**config.mk**
```make
export PLATFORM = sky130hd
export DESIGN_NAME = mc_ctrl
export DESIGN_NICKNAME = d
export VERILOG_FILES = /design/src/rtl/mips_ctrl_pkg.sv /design/src/rtl/mc_decode.sv /design/src/rtl/mc_ctrl.sv
export SDC_FILE = /design/constraint.sdc
export NUM_CORES = 1
export LEC_CHECK = 0
export CORE_AREA = 2 2 67 69
export DETAILED_ROUTE_END_ITERATION = 12
export DIE_AREA = 0 0 69 71
export DONT_BUFFER_PORTS = 1
export PLACE_DENSITY = 0.67
export SYNTH_ARGS = -nofsm -noshare
export SYNTH_HDL_FRONTEND = slang
export SYNTH_SLANG_ARGS = --single-unit
export TNS_END_PERCENT = 10
```
**constraint.sdc**
```tcl
create_clock -name clk -period 5.9 [get_ports clk]
set_input_delay 1.18 -clock clk [delete_from_list [all_inputs] [get_ports clk]]
set_output_delay 1.18 -clock clk [all_outputs]
set_load 0.005 [all_outputs]
```
**src/rtl/mips_ctrl_pkg.sv**
```systemverilog
// Shared encodings for the multi-cycle MIPS control unit: FSM states, opcode/funct
// constants, datapath mux/ALU codes and the control-strobe bundle.
package mips_ctrl_pkg;

    localparam int unsigned STATE_W = 3;
    localparam int unsigned OP_W    = 6;
    localparam int unsigned SEL_W   = 2;
    localparam int unsigned ALUOP_W = 3;
    localparam int unsigned CNT_W   = 32;

    typedef enum logic [STATE_W-1:0] {
        S_FETCH  = 3'd0,
        S_DECODE = 3'd1,
        S_EXEC   = 3'd2,
        S_MEM    = 3'd3,
        S_WB     = 3'd4
    } state_t;

    localparam logic [OP_W-1:0] OP_RTYPE = 6'h00;
    localparam logic [OP_W-1:0] OP_J     = 6'h02;
    localparam logic [OP_W-1:0] OP_JAL   = 6'h03;
    localparam logic [OP_W-1:0] OP_BEQ   = 6'h04;
    localparam logic [OP_W-1:0] OP_ORI   = 6'h0D;
    localparam logic [OP_W-1:0] OP_LUI   = 6'h0F;
    localparam logic [OP_W-1:0] OP_LW    = 6'h23;
    localparam logic [OP_W-1:0] OP_SW    = 6'h2B;

    localparam logic [OP_W-1:0] FN_JR    = 6'h08;
    localparam logic [OP_W-1:0] FN_ADDU  = 6'h21;
    localparam logic [OP_W-1:0] FN_SUBU  = 6'h23;

    localparam logic [SEL_W-1:0] NPC_SEQ  = 2'd0;
    localparam logic [SEL_W-1:0] NPC_BR   = 2'd1;
    localparam logic [SEL_W-1:0] NPC_JUMP = 2'd2;
    localparam logic [SEL_W-1:0] NPC_REG  = 2'd3;

    localparam logic [SEL_W-1:0] RD_RT = 2'd0;
    localparam logic [SEL_W-1:0] RD_RD = 2'd1;
    localparam logic [SEL_W-1:0] RD_RA = 2'd2;

    localparam logic [SEL_W-1:0] WD_ALU  = 2'd0;
    localparam logic [SEL_W-1:0] WD_MEM  = 2'd1;
    localparam logic [SEL_W-1:0] WD_LINK = 2'd2;

    localparam logic [ALUOP_W-1:0] ALU_ADD = 3'd0;
    localparam logic [ALUOP_W-1:0] ALU_SUB = 3'd1;
    localparam logic [ALUOP_W-1:0] ALU_OR  = 3'd2;
    localparam logic [ALUOP_W-1:0] ALU_LUI = 3'd3;

    typedef enum logic [3:0] {
        C_ADDU, C_SUBU, C_ORI, C_LUI, C_LW, C_SW, C_BEQ,
        C_J, C_JAL, C_JR, C_UNDEF
    } iclass_t;

    typedef struct packed {
        logic               pc_we;
        logic               ir_we;
        logic [SEL_W-1:0]   npc_sel;
        logic [SEL_W-1:0]   regdst;
        logic [SEL_W-1:0]   memtoreg;
        logic               regwrite;
        logic               alusrc;
        logic [ALUOP_W-1:0] aluop;
        logic               ext_op;
        logic               memwrite;
        logic               memread;
    } ctrl_t;

    typedef struct packed {
        logic [ALUOP_W-1:0] aluop;
        logic               alusrc;
        logic               ext_op;
    } alu_ctrl_t;

    // ALU operation, operand-B source and immediate extension for each class
    function automatic alu_ctrl_t alu_ctrl(input iclass_t c);
        alu_ctrl_t a;
        a = '0;
        case (c)
            C_ADDU:      a.aluop = ALU_ADD;
            C_SUBU:      a.aluop = ALU_SUB;
            C_BEQ:       a.aluop = ALU_SUB;
            C_ORI: begin
                a.aluop  = ALU_OR;
                a.alusrc = 1'b1;
            end
            C_LUI: begin
                a.aluop  = ALU_LUI;
                a.alusrc = 1'b1;
            end
            C_LW, C_SW: begin
                a.aluop  = ALU_ADD;
                a.alusrc = 1'b1;
                a.ext_op = 1'b1;
            end
            default:     a = '0;
        endcase
        return a;
    endfunction

endpackage

```
**src/rtl/mc_decode.sv**
```systemverilog
// Instruction classifier: maps IR op/funct fields onto the control FSM's classes.
module mc_decode
    import mips_ctrl_pkg::*;
(
    input  logic [OP_W-1:0] op,
    input  logic [OP_W-1:0] funct,
    output iclass_t         iclass_c
);

    always_comb begin
        iclass_c = C_UNDEF;
        case (op)
            OP_RTYPE: begin
                // sll-encoded nop and other R-type functs stay C_UNDEF
                case (funct)
                    FN_ADDU: iclass_c = C_ADDU;
                    FN_SUBU: iclass_c = C_SUBU;
                    FN_JR:   iclass_c = C_JR;
                    default: iclass_c = C_UNDEF;
                endcase
            end
            OP_ORI:  iclass_c = C_ORI;
            OP_LUI:  iclass_c = C_LUI;
            OP_LW:   iclass_c = C_LW;
            OP_SW:   iclass_c = C_SW;
            OP_BEQ:  iclass_c = C_BEQ;
            OP_J:    iclass_c = C_J;
            OP_JAL:  iclass_c = C_JAL;
            default: iclass_c = C_UNDEF;
        endcase
    end

endmodule

```
**src/rtl/mc_ctrl.sv**
```systemverilog
// Multi-cycle MIPS control unit: FETCH/DECODE/EXEC/MEM/WB sequencer driving the
// datapath strobes, plus a retired-instruction counter.
module mc_ctrl
    import mips_ctrl_pkg::*;
(
    input  logic                 clk,
    input  logic                 reset,
    input  logic [OP_W-1:0]      op,
    input  logic [OP_W-1:0]      funct,
    input  logic                 zero,
    input  logic                 mem_ready,
    output logic                 pc_we,
    output logic                 ir_we,
    output logic [SEL_W-1:0]     npc_sel,
    output logic [SEL_W-1:0]     regdst,
    output logic [SEL_W-1:0]     memtoreg,
    output logic                 regwrite,
    output logic                 alusrc,
    output logic [ALUOP_W-1:0]   aluop,
    output logic                 ext_op,
    output logic                 memwrite,
    output logic                 memread,
    output logic [STATE_W-1:0]   state,
    output logic [CNT_W-1:0]     retire_cnt
);

    state_t       state_q;
    state_t       state_d;
    iclass_t      iclass;
    ctrl_t        ctrl;
    alu_ctrl_t    alu;
    logic         retire;
    logic [CNT_W-1:0] retire_q;

    mc_decode u_decode (
        .op       (op),
        .funct    (funct),
        .iclass_c (iclass)
    );

    assign alu = alu_ctrl(iclass);

    always_ff @(posedge clk or posedge reset) begin
        if (reset) begin
            state_q <= S_FETCH;
        end else begin
            state_q <= state_d;
        end
    end

    // Counts every return to FETCH that completes an instruction
    always_ff @(posedge clk or posedge reset) begin
        if (reset) begin
            retire_q <= '0;
        end else if (retire) begin
            retire_q <= retire_q + CNT_W'(1);
        end
    end

    always_comb begin
        state_d = S_FETCH;
        ctrl    = '0;
        retire  = 1'b0;
        case (state_q)
            S_FETCH: begin
                ctrl.ir_we   = 1'b1;
                ctrl.pc_we   = 1'b1;
                ctrl.npc_sel = NPC_SEQ;
                state_d      = S_DECODE;
            end
            S_DECODE: begin
                case (iclass)
                    C_ADDU, C_SUBU, C_ORI, C_LUI, C_LW, C_SW, C_BEQ: begin
                        state_d = S_EXEC;
                    end
                    C_J: begin
                        ctrl.pc_we   = 1'b1;
                        ctrl.npc_sel = NPC_JUMP;
                        retire       = 1'b1;
                    end
                    C_JR: begin
                        ctrl.pc_we   = 1'b1;
                        ctrl.npc_sel = NPC_REG;
                        retire       = 1'b1;
                    end
                    C_JAL: begin
                        ctrl.pc_we    = 1'b1;
                        ctrl.npc_sel  = NPC_JUMP;
                        ctrl.regwrite = 1'b1;
                        ctrl.regdst   = RD_RA;
                        ctrl.memtoreg = WD_LINK;
                        retire        = 1'b1;
                    end
                    default: retire = 1'b1;
                endcase
            end
            S_EXEC: begin
                ctrl.aluop  = alu.aluop;
                ctrl.alusrc = alu.alusrc;
                ctrl.ext_op = alu.ext_op;
                case (iclass)
                    C_BEQ: begin
                        ctrl.pc_we   = zero;
                        ctrl.npc_sel = NPC_BR;
                        retire       = 1'b1;
                    end
                    C_LW, C_SW:                  state_d = S_MEM;
                    C_ADDU, C_SUBU, C_ORI, C_LUI: state_d = S_WB;
                    default:                     retire = 1'b1;
                endcase
            end
            S_MEM: begin
                ctrl.memread  = (iclass == C_LW);
                ctrl.memwrite = (iclass == C_SW);
                if (!mem_ready) begin
                    state_d = S_MEM;
                end else if (iclass == C_LW) begin
                    state_d = S_WB;
                end else begin
                    retire = 1'b1;
                end
            end
            S_WB: begin
                ctrl.aluop  = alu.aluop;
                ctrl.alusrc = alu.alusrc;
                ctrl.ext_op = alu.ext_op;
                case (iclass)
                    C_ADDU, C_SUBU: begin
                        ctrl.regwrite = 1'b1;
                        ctrl.regdst   = RD_RD;
                        ctrl.memtoreg = WD_ALU;
                    end
                    C_ORI, C_LUI: begin
                        ctrl.regwrite = 1'b1;
                        ctrl.regdst   = RD_RT;
                        ctrl.memtoreg = WD_ALU;
                    end
                    C_LW: begin
                        ctrl.regwrite = 1'b1;
                        ctrl.regdst   = RD_RT;
                        ctrl.memtoreg = WD_MEM;
                    end
                    default: ctrl.regwrite = 1'b0;
                endcase
                retire = 1'b1;
            end
            default: state_d = S_FETCH;
        endcase
        // Reset must silence the strobes at once, even before any clock edge
        if (reset) begin
            ctrl = '0;
        end
    end

    assign pc_we      = ctrl.pc_we;
    assign ir_we      = ctrl.ir_we;
    assign npc_sel    = ctrl.npc_sel;
    assign regdst     = ctrl.regdst;
    assign memtoreg   = ctrl.memtoreg;
    assign regwrite   = ctrl.regwrite;
    assign alusrc     = ctrl.alusrc;
    assign aluop      = ctrl.aluop;
    assign ext_op     = ctrl.ext_op;
    assign memwrite   = ctrl.memwrite;
    assign memread    = ctrl.memread;
    assign state      = state_q;
    assign retire_cnt = retire_q;

endmodule

```
==> results_dict.tcl, run 1 <==
set metrics [dict create \
    hpwl_um 3500 \
    synth-async-reset-ratio_pct 100 \
    reg2reg_slack_ps 3240 \
    final_cells 284 \
    pre_cts_ws_ps 1810 \
    power_switching_uw 253 \
    ctsHoldBuffers 0 \
    timing.rr.start "retire_cnt[3]$_DFFE_PP0P_" \
    antenna_found_initial 0 \
    cp_top_family "compound AO/OA/AOI/OAI gates" \
    syn_nets 254 \
    synth_area_leaders "dfrtp_1 (41%), xnor2_1 (13%), nand4_1 (4.9%), nand3_1 (4.2%), and3_1 (3.5%)" \
    worst_slew_pin_slew_ps 717 \
    ios 67 \
    numCtsBuffers 5 \
    setup_violations 0 \
    timing.critical_path.mode_cell "a211oi_1" \
    htree_num_levels 2 \
    die_y_um 71 \
    vias 1754 \
    cp.depth 6 \
    min_path_type "register to register" \
    finalCritPeriodShare_pct 69.8 \
    clkPwrFrac_pct 30.4 \
    peakVddDrop_v 0.000191 \
    worstPathArrival_ps 2940 \
    crit_start "funct[1]" \
    nNetsFinal 248 \
    final_util_pct 54.3 \
    p_leak_uw 0.000928 \
    syn_area_per_cell_sq_um 9.12 \
    routedWlPerCell_um 17.0 \
    crit_path_start_kind "input pin" \
    yosysMostFrequentCell "dfrtp_1" \
    clk_path_buf_depth 2 \
    ys.flop_type "dfrtp_1" \
    end_kind "output port" \
    syn-cell-area_sq_um 2160 \
    worstPathRequired_ps 4720 \
    dp_cells 276 \
    clockRootBuffer "clkbuf_8" \
    ys_warn_count 0 \
    comb_power_share_pct 25.7 \
    cts.clk_slew.worst_paths_ps 70 \
    synth_edf_count 0 \
    clk-insertion-delay-late_ps 280 \
    seq_power_share_pct 43.9 \
    n_antenna_cell 0 \
    period_needed_ps 4120 \
    rsz0062_at_grt "no" \
    synth_largest_area_cell "dfrtp_1" \
    portBuffers 0 \
    overflow 0 \
    drive_gt1_share_pct 6.90 \
    relSlewSlack_pct 51.8 \
    cpPeakStageDelay_ps 450 \
    grt_pass1_vias 1704 \
    vias_per_cell 6.18 \
    first_iter_violations 107 \
    cts_tree "done" \
    worstRegToRegCells 7 \
    synthCells 237 \
    swShare_pct 34.8 \
    grt_first_pass_wirelength_um 8120 \
    routed_wl_um 4830 \
    ys_seq_area_share_pct 40.5 \
    dieWidth_um 69 \
    grt_max_degree 33 \
    crit_buf_inv 0 \
    drv_cap 0 \
    start_util_pct 51.4 \
    setup_ws_ps 1780 \
    postCtsSetupRepairBufs 0 \
    syn_to_final_growth_pct 5.50 \
    ant_nets 0 \
    synth_top_area_share_pct 40.5 \
    drv_slew 0 \
    drc_errors 0 \
    max_freq_mhz 243 \
    crit_fanout 4 \
    p_per_area_nw_per_um2 319 \
    cts.sinks 35 \
    power.internal_uw 474 \
    outcome "completed" \
    hold_violations 0 \
    die-area_sq_um 4900 \
    finClkSkew_ps 5.84 \
    worstSetupPathType "input pin to output port" \
    cp-endpoint "pc_we" \
    track_usage_pct 20.2 \
    cts_resized 0 \
    synth_cell_type_count 45 \
    reg2reg_to "retire_cnt[30]$_DFFE_PP0P_" \
    crit_path_top_delay_cell "a211oi_1" \
    gp_congestion 0.852 \
    finalSetupTns_ps 0 \
    ys_seq_elements 35 \
    ys_top_cells_by_count "dfrtp_1 (35), xnor2_1 (31), nand3_1 (18)" \
    std_cell_rows 24 \
    coreArea_sq_um 4200 \
    drt_pre_antenna_iters 4 \
    path_cells "nor4b_1, o211ai_1, a211oi_1, a32oi_1, or2_2, a211oi_1" \
]
cell families (layout without fill, tap and decap cells):
family          count (synthesis)  count (layout)  share of synthesized area (%)
other cells                     1               1                          0.173
fa+ha+maj                       1               1                          0.579
flops                          35              35                           40.5
simple gates                  118             118                           31.0
xor+xnor                       35              35                           14.2
mux                             2               2                          0.984
buf+inv                        20              15                           4.34
compound gates                 25              25                           8.22
how the worst min path moves through the flow:
stage               cells after the start                         end  slack (ps)                        from
floorplan                               1  retire_cnt[31]$_DFFE_PP0P_         470  retire_cnt[31]$_DFFE_PP0P_
global placement                        1  retire_cnt[31]$_DFFE_PP0P_         490  retire_cnt[31]$_DFFE_PP0P_
detailed placement                      1  retire_cnt[31]$_DFFE_PP0P_         490  retire_cnt[31]$_DFFE_PP0P_
CTS                                     1  retire_cnt[31]$_DFFE_PP0P_         500  retire_cnt[31]$_DFFE_PP0P_
global route                            1  retire_cnt[31]$_DFFE_PP0P_         510  retire_cnt[31]$_DFFE_PP0P_
finish                                  1  retire_cnt[31]$_DFFE_PP0P_         500  retire_cnt[31]$_DFFE_PP0P_
flip-flops by register name, indices dropped and copies added (netlist names):
register	cells
retire_cnt	32
state	3
cell type report:
cell class	count	area (sq um)
clock buffer	6	82.6
clock inverter	2	35.0
fill	386	1920
inverter	6	22.5
multi-input combinational	182	1190
sequential	35	876
tap	52	65.1
timing repair buffer	1	7.51
cell usage in the layout, fill, tap and decap left out, types with 2 or more instances in the layout:
cell      synthesis  final
a211oi_1          2      2
nand2_1          11     11
dfrtp_1          35     35
o211ai_1          2      2
nor3b_1           2      2
and3_1           12     12
xnor2_1          31     31
nand3b_1          2      2
and3b_1           2      2
a31oi_1           3      3
nor2_1           17     17
and4_1            3      3
clkbuf_8          0      6
nor2b_1           2      2
nand2b_1          7      7
nor4_1            2      2
and2_1            4      4
nand4_1          17     17
or2_2             2      2
a22oi_1           2      2
a21oi_1          10     10
xor2_1            4      4
nand4b_1          2      2
nand3_1          18     18
nor3_1           10     10
inv_1             6      6
through the flow:
stage / hold WS [ps] / instance area, sq um / total power [uW]
after global routing: 509 / 2280 / 774
final: 499 / 2280 / 727
after floorplan: 468 / 2160 / 480
after detailed placement: 491 / 2160 / 512
after global placement: 487 / 2160 / 510
after CTS: 500 / 2280 / 733
power by group through the flow:
stage | clock network, uW | logic, uW | registers (uW)
floorplan | 0 | 176 | 304
global placement | 0 | 185 | 325
detailed placement | 0 | 188 | 325
CTS | 225 | 188 | 321
global route | 237 | 211 | 326
finish | 221 | 187 | 319
per-layer routing:
metal / wire (um) / track usage, % / up-vias / part of all wire, %
li1: - / - / 833 / -
met1: 2080 / 25.9 / 846 / 43
met2: 2350 / 32.8 / 73 / 49
met3: 378 / 6.84 / 2 / 7.8
met4: 16 / 5.88 / 0 / 0.33
met5: 0 / 0 / - / 0
Note: power is estimated with default switching activity, not from simulation.
==> inputs of run 2 (changes only) <==
- clock period: 5.9 -> 4 ns (I/O delays scaled with it)
==> run 2 against run 1 <==
  * Sequential power rose by 47%
  * Routed wire length decreased by 1.8%
  * Critical path depth unchanged
  * Sequential share of layout area is essentially flat
  * Die area stayed put
  * Utilization increased by 0.060 points
  * Critical endpoint unchanged
==> results_dict.tcl, run 2 (synthesis results as in run 1) <==
set metrics [dict create \
    hold_violations 0 \
    period_needed_ps 3340 \
    holdWs_ps 515 \
    drv_cap 0 \
    grt_max_degree 36 \
    antenna_found_initial 0 \
    cts.sinks 35 \
    outcome "completed" \
    p_per_area_nw_per_um2 468 \
    finClkSkew_ps 11.1 \
    routed_wl_um 4740 \
    clockRootBuffer "clkbuf_8" \
    track_usage_pct 19.6 \
    finalCritPeriodShare_pct 83.4 \
    min_path_cells 1 \
    routedWlPerCell_um 16.6 \
    dieWidth_um 69 \
    final_common_cell "dfrtp_1" \
    clk-insertion-delay-late_ps 280 \
    relSlewSlack_pct 55.4 \
    setup_violations 0 \
    worstSetupPathType "input pin to output port" \
    comb_power_share_pct 26.7 \
    grt_first_pass_wirelength_um 7860 \
    die_y_um 71 \
    start_util_pct 51.4 \
    worstPathRequired_ps 3200 \
    syn_to_final_growth_pct 5.61 \
    ios 67 \
    numCtsBuffers 5 \
    overflow 0 \
    hpwl_um 3460 \
    worstPathArrival_ps 2540 \
    drc_errors 0 \
    setup_ws_ps 664 \
    htree_num_levels 2 \
    layout_common_cells "dfrtp_1 (35), xnor2_1 (31), nand3_1 (18), nor2_1 (17), nand4_1 (17)" \
    swShare_pct 35.4 \
    nNetsFinal 249 \
    max_freq_mhz 300 \
    coreArea_sq_um 4200 \
    final_area_sq_um 2280 \
    die-area_sq_um 4900 \
    final_cells 285 \
    grt_pass1_vias 1658 \
    postCtsSetupRepairBufs 0 \
    gp_congestion 0.846 \
    seq_power_share_pct 44.0 \
    drt_pre_antenna_iters 4 \
    nFillCells 386 \
    pre_cts_ws_ps 687 \
    min_path_type "register to register" \
    worstRegToRegCells 7 \
    peakVddDrop_v 0.000295 \
    reg2reg_to "retire_cnt[28]$_DFFE_PP0P_" \
    portBuffers 0 \
    vias 1735 \
    clkPwrFrac_pct 29.3 \
    largest_reg_flops 32 \
    first_iter_violations 140 \
    power_switching_uw 378 \
    crit_fanout 11 \
    cts.clk_slew.worst_paths_ps 70 \
    end_kind "output port" \
    cts_tree "done" \
    post_dp_cell_area_sq_um 2170 \
    finalSetupTns_ps 0 \
    vias_per_cell 6.09 \
    ctsHoldBuffers 0 \
    hold_start "retire_cnt[31]$_DFFE_PP0P_" \
    std_cell_rows 24 \
    reg2reg_slack_ps 1410 \
    timing.rr.start "retire_cnt[3]$_DFFE_PP0P_" \
    power.internal_uw 691 \
    drive_gt1_share_pct 7.30 \
    worst_slew_pin_slew_ps 664 \
    crit_path_start_kind "input pin" \
    dp_cells 277 \
    n_antenna_cell 0 \
    clk_path_buf_depth 2 \
    drv_slew 0 \
    ant_nets 0 \
    rsz0062_at_grt "no" \
    p_leak_uw 0.000930 \
    hold_end "retire_cnt[31]$_DFFE_PP0P_" \
    cts_resized 0 \
]
## run 2: cell count changes in the layout (fill, tap and decap cells not counted)
cell | previous run | this run
clkinv_4 | 0 | 1
clkbuf_8 | 6 | 5
buf_4 | 1 | 2
## run 2: worst max-delay path: stages
cell,delay [ps]
nor3_1,360
o211ai_1,170
a211oi_1,440
a32oi_1,200
or2_2,300
a211oi_1,280
## run 2: power by group through the flow
stage | registers, uW | logic [uW] | clock network (uW)
4_1_cts | 471 | 285 | 321
3_3_place_gp | 479 | 282 | 0
2_1_floorplan | 448 | 260 | 0
5_1_grt | 481 | 319 | 340
3_5_place_dp | 478 | 283 | 0
6_report | 470 | 286 | 313
## run 2: how the worst max path moves through the flow
stage            end     start  slack (ps)  depth (start not counted)
2_1_floorplan  pc_we     op[1]         700                          7
3_3_place_gp   pc_we  funct[1]         660                          6
5_1_grt        pc_we     op[1]         430                          6
3_5_place_dp   pc_we  funct[1]         690                          6
4_1_cts        pc_we  funct[1]         680                          6
6_report       pc_we     op[1]         660                          6
## run 2: per-layer routing
metal  track usage, %  vias to the layer above  part of all wire [%]
li1                 -                      834                     -
met4             5.01                        0                   1.1
met1             25.8                      834                    44
met3             5.56                        7                   5.9
met2             32.2                       60                    49
met5                0                        -                     0
## run 2: cell type report
class / instances / area (sq um) / share of cell area (%)
clock inverters: 3 / 43.8 / 1.92
repair buffers: 2 / 15.0 / 0.658
multi-input cells: 182 / 1190 / 52.2
flip-flops and latches: 35 / 876 / 38.4
inverters: 6 / 22.5 / 0.986
clock buffers: 5 / 68.8 / 3.01
well taps: 52 / 65.1 / 2.85
## run 2: metrics by stage
step                      util [%]  total power (uW)
after floorplan                  -               708
after global placement        51.6               760
final                         54.3              1070
after CTS                     54.3              1080
after global routing          54.3              1140
after detailed placement      51.6               761
